**src/rtl/sw_frame_rx.sv**
```systemverilog
// sw_frame_rx: samples a slow serial switch line on a prescaled tick and decodes start/4-data/stop frames.
module sw_frame_rx #(
  parameter logic [25:0] MAX = 26'd50000000
) (
  input  logic       clk,
  input  logic       rst,
  input  logic       sw_i,
  output logic [3:0] led_o,
  output logic       valid_o,
  output logic       err_o
);
  typedef enum logic [1:0] {IDLE, DATA, STOP} state_t;
  state_t      state, state_nxt;
  logic [1:0]  sync;
  logic [25:0] cnt;
  logic [1:0]  bit_cnt, bit_cnt_nxt;
  logic [3:0]  shift, shift_nxt, led_nxt;
  logic        valid_nxt, err_nxt, tick, sample;
  assign sample = sync[1];
  assign tick   = cnt == MAX;
  always_ff @(posedge clk or negedge rst) begin
    if (!rst) begin
      sync    <= '0;
      cnt     <= '0;
      state   <= IDLE;
      bit_cnt <= '0;
      shift   <= '0;
      led_o   <= '0;
      valid_o <= 1'b0;
      err_o   <= 1'b0;
    end else begin
      sync    <= {sync[0], sw_i};
      cnt     <= tick ? '0 : cnt + 26'd1;
      state   <= state_nxt;
      bit_cnt <= bit_cnt_nxt;
      shift   <= shift_nxt;
      led_o   <= led_nxt;
      valid_o <= valid_nxt;
      err_o   <= err_nxt;
    end
  end
  // first data bit shifts all the way down to bit 0 after four ticks
  always_comb begin
    state_nxt   = state;
    bit_cnt_nxt = bit_cnt;
    shift_nxt   = shift;
    led_nxt     = led_o;
    valid_nxt   = 1'b0;
    err_nxt     = 1'b0;
    if (tick)
      case (state)
        IDLE: if (sample) begin
          state_nxt   = DATA;
          bit_cnt_nxt = '0;
        end
        DATA: begin
          shift_nxt   = {sample, shift[3:1]};
          bit_cnt_nxt = bit_cnt + 2'd1;
          state_nxt   = bit_cnt == 2'd3 ? STOP : DATA;
        end
        STOP: begin
          state_nxt = IDLE;
          err_nxt   = sample;
          valid_nxt = !sample;
          led_nxt   = sample ? led_o : shift;
        end
        default: state_nxt = IDLE;
      endcase
  end
endmodule

```
**config.mk**
```make
export PLATFORM = sky130hd
export DESIGN_NAME = sw_frame_rx
export DESIGN_NICKNAME = d
export VERILOG_FILES = /design/src/rtl/sw_frame_rx.sv
export SDC_FILE = /design/constraint.sdc
export NUM_CORES = 1
export LEC_CHECK = 0
export ABC_AREA = 1
export CAP_MARGIN = 10
export CELL_PAD_IN_SITES_DETAIL_PLACEMENT = 0
export CELL_PAD_IN_SITES_GLOBAL_PLACEMENT = 1
export CORE_ASPECT_RATIO = 0.5
export CORE_MARGIN = 2
export CORE_UTILIZATION = 35
export CTS_BUF_LIST = sky130_fd_sc_hd__clkbuf_8
export DETAILED_ROUTE_END_ITERATION = 16
export PLACE_DENSITY = 0.66
export SYNTH_ARGS = -nofsm -noshare
export SYNTH_HDL_FRONTEND = slang
export SYNTH_SLANG_ARGS = --single-unit
```
**constraint.sdc**
```tcl
create_clock -name clk -period 2.25 [get_ports clk]
set_input_delay 0.225 -clock clk [delete_from_list [all_inputs] [get_ports clk]]
set_output_delay 0.225 -clock clk [all_outputs]
set_load 0.005 [all_outputs]
```
Word level (Yosys, flattened, before mapping)
Cells that the tools add are included.
- word-level logic and storage cells: 33
- output and inout port bits: 6
- flip-flop bits (word level): 42
- input port bits: 3
- bitwise gates (word level): 1
- add/sub/neg operators: 2
- muxes and demuxes: 10
- reduce and logical (&&, ||, !) cells: 7
- equality and inequality tests: 5
- operators by type and width (kind ; count):
    26-bit by 1-bit adder with 26-bit output, second input constant ; 1
    26-bit equality test, second input constant ; 1
    26-bit 2-to-1 mux ; 1
    2-bit one-hot mux with 2 select lines ; 2
    2-bit 2-to-1 mux ; 3
    3-bit AND reduction ; 2
    2-bit equality test, second input constant ; 2
    1-bit 2-to-1 mux ; 4
    2-bit AND reduction ; 2
    2-bit by 1-bit adder with 2-bit output, second input constant ; 1
    2-bit by 1-bit equality test with 1-bit output, second input constant ; 1
    2-bit logical NOT ; 1
    2-bit != test, second input constant ; 1
    2-bit nonzero test ; 1
    1-bit logical NOT ; 1
    1-bit NOT ; 1

Depth between registers and ports, before layout
- depth after elaboration: 3
- gate-level depth with buffers: 9
- gate-level depth less buffers: 9

Least setup slack after synthesis
Ideal clock, no wire load.
- path type: reg2reg
- start: register cnt[0]
- end: register cnt[0]
- path buffers: 0
- period minus slack after synthesis: 1.394 ns
- path slack: 0.856 ns
- required time: 2.129 ns
- arrival time: 1.273 ns
- stages on the path, launching flop included: 10
- library setup time: 0.121 ns
- path through: dfrtp_1 -> inv_1 -> ha_1 -> inv_1 -> nor2_1 -> nand3_2 -> nor2_4 -> nand2_2 -> inv_2 -> nor2_1
- longest elaborated chain between the ends: 2
- elaborated cells between the ends (all ways): 3
- classes of those cells: add/sub (1); eq/ne (1); mux (1)
- RTL lines (item ; RTL line ; text):
    start: declaration ; 15 ; logic [25:0] cnt;
    start signal: assignment ; 33 ; cnt <= tick ? '0 : cnt + 26'd1;
    26-bit by 1-bit adder with 26-bit output or 26-bit equality test (tied branches) ; 33, 20 ;
    26-bit 2-to-1 mux * ; 33 ;
Mark *: on every way between the ends. The rest lies on a longest branch, timed or not.
A chain may end at the register's enable or synchronous reset.

Worst setup path in the final report
- start: register cnt[0]
- end: register cnt[2]
The elaborated chain is that of the path after synthesis.

==> impl_metrics.toml <==
[synthesis]
synth_nets = 326
synth_cell_type_count = 22
synth_compound_area_share_pct = 0.8493
synth_top_family_by_area = "simple AND/OR/NAND/NOR gates"
syn_area_sq_mm = 0.002357
yosysTopAreaCellShare_pct = 44.59
yosys.area_share.simple_pct = 40.23
yosysTopAreaCell = "dfrtp_1"
synth_area_leaders = "dfrtp_1 45%, nand2_1 16%, nor2_1 9.7%, inv_1 4.6%, nand3_1 3.8%"
avgSynthCellArea_sq_um = 7.390
yosys.area_share.adder_pct = 2.123
syn-instance-count = 319
synth-seq-cells = 42
synthXorXnorAreaFrac_pct = 4.830
ys_seq_area_share_pct = 44.59
synth_mux_area_share_pct = 0
yosys_warnings = 0

[floorplanning]
ios = 9
die_y_um = 62.03
fp.dieW_um = 120.1
initial_utilization_pct = 35.74
dieArea_sq_mm = 0.007447
core_sq_mm = 0.006595
row_count = 21

[clock_network]
cts-resized-gates = 0
clkTransAtPathRegs_ns = 0.08
cts_max_level = 2
clock_latency_ns = 0.30
cts_tree = "built"
numCtsBuffers = 5
ctsLongestPathBuffers = 2
cts_sinks = 42
cts-root-buf = "clkbuf_8"

[sta]
period_minus_slack_ns = 1.737
slew_headroom_pct = 67.77
hold_viol = 0
fin_ws_ns = 0.5130
worst_slew_pin_slew_ns = 0.4817
worst_clock_skew_ns = 0.007695
period_share_pct = 77.20
rsz0062_at_grt = "no"
max_freq_mhz = 575.7
setup_violations = 0
final.setup.tns_ns = 0
maxSlewViolCount = 0

[placed_design]
hpwl_mm = 4.300
dp_cells = 418
gp_congestion = 0.9062
pre_cts_slack_ns = 0.4888
port_buffers = 8
place_area_sq_mm = 0.002535

[worst_setup_path]
r2r_slack_ns = 0.51
arrival_ns = 1.93
start_kind = "register"
critPathKind = "reg2reg"
worstReg2RegStart = "cnt[0]"
r2r_cells = 9
reg2reg_to = "cnt[2]"
crit_path_max_fanout = 15
crit_required_ns = 2.45
worst_setup_path_end_kind = "register"

[run_status]
status = "complete, no violations"

[power]
p_leak_nw = 1.263
power_density_mw_per_mm2 = 518.7
ir_drop_v = 0.0002545
power_w = 0.001377

[finish]
nets = 341
stdcell_area_sq_mm = 0.002655
area_delta_synth_final_pct = 12.63
drive_gt1_share_pct = 11.64
stdcell_count = 427
antenna_cells = 0

[global_route]
grt_overflow_total = 0
antenna_found_initial = 0
grtUsageTotal_pct = 16.20
grt_pass1_vias = 1761
grt_max_degree = 26
grt_pass1_wl_mm = 8.956

[hold_path]
hold_path.class = "in2reg"
min-delay-start = "sw_i"
hold-path-endpoint = "sync[0]"
hold_depth = 1

[drt]
route.antenna.remaining_nets = 0
drt_pass1_iterations = 4
drcViolationCount = 0
wl_per_cell_um = 12.78
routed_via_density = 4.506
vias = 1924
drt-initial-drc-count = 86
drt_wl_total_mm = 5.455

[job]
maxCapViolCount = 0
==> state kept, by name (all words and copies together) (netlist names) <==
| signal | cells |
|---|---|
| led_o | 4 |
| err_o | 1 |
| bit_cnt | 2 |
| sync | 2 |
| valid_o | 1 |
| cnt | 26 |
| shift | 4 |
| state | 2 |
==> cells in the mapped netlist (all sizes together) <==
cell type  number
dfrtp          42
nor2           71
o21ai           2
nand3b          1
buf             3
nand2         104
a21oi           2
xnor2           3
nand3          20
nor3            3
ha              4
and2            1
nand4          14
inv            39
xor2           10
==> cells by family (layout without fill, tap and decap cells) <==
logic type               after synthesis  in the layout
flip-flops                            42             42
AND/OR/NAND/NOR                      214            214
buffers and inverters                 42             58
adder cells (fa/ha/maj)                4              4
XOR/XNOR                              13             13
AO/OA/AOI/OAI                          4              4
==> repair_timing <==
action / CTS / global route
endpoints found under the setup margin: 0 / 0
hold buffers: 1 / 0
endpoints found under the hold margin: 17 / 0
buffers inserted: 0 / 0
==> metal layers <==
layer  global-route usage [%]  vias up  share of wire (%)  wire length [um]
met1                    23.06      873                 54              2922
li1                         -     1014                  -                 -
met2                    23.86       29                 42              2269
met5                        0        -                  0                 0
met3                    4.927        8                3.9               211
met4                    4.874        0               0.93                51
==> where the power goes <==
group	leakage, nW	switching [W]	internal (W)
Clock	0.0556	0.000273	0.000327
Combinational	0.639	0.0000165	0.00000483
Sequential	0.568	0.000000830	0.000756
Total	1.26	0.000290	0.00109
==> worst max-delay path, cell delays in order, from the launching register on <==
cell     delay, ns
dfrtp_1       0.43
inv_1         0.10
ha_1          0.17
inv_1         0.05
nor2_1        0.11
nand3_2       0.10
nor2_4        0.30
nand2_2       0.20
inv_2         0.13
nor2_1        0.05
==> worst max-delay path by stage <==
| stage | to | slack, ns | startpoint | cells past startpoint |
|---|---|---|---|---|
| floorplan | cnt[0] | 0.86 | cnt[0] | 9 |
| global placement | cnt[2] | 0.57 | cnt[0] | 9 |
| detailed placement | cnt[2] | 0.49 | cnt[0] | 9 |
| CTS | cnt[2] | 0.48 | cnt[0] | 9 |
| global route | cnt[0] | 0.29 | cnt[0] | 9 |
| finish | cnt[2] | 0.51 | cnt[0] | 9 |
==> stage by stage <==
stage	utilization, %	hold slack (ns)
2_1_floorplan	-	-0.07059
3_3_place_gp	38.44	0.1711
3_5_place_dp	38.44	0.1793
4_1_cts	40.26	0.3394
5_1_grt	40.26	0.3486
6_report	40.26	0.3525
==> area by class of cell <==
class                      instances  area, sq um
multi-input combinational        235         1132
clock inverter                     3        41.29
clock buffer                       5        68.82
fill                             696         3940
tap                               92        115.1
timing repair buffer              11        100.1
inverter                          39        146.4
sequential                        42         1051
==> placed cells by master (no fill, tap or decap), drive strengths merged <==
cell type / instances
dlygate4sd3: 1
a21oi: 2
clkdlybuf4s50: 7
nand3: 20
ha: 4
inv: 40
clkbuf: 5
nor3: 3
bufinv: 1
xor2: 10
nand2: 104
dfrtp: 42
nand3b: 1
xnor2: 3
nor2: 71
nand4: 14
buf: 3
o21ai: 2
clkinvlp: 1
and2: 1
(Power assumes the default switching activity.)
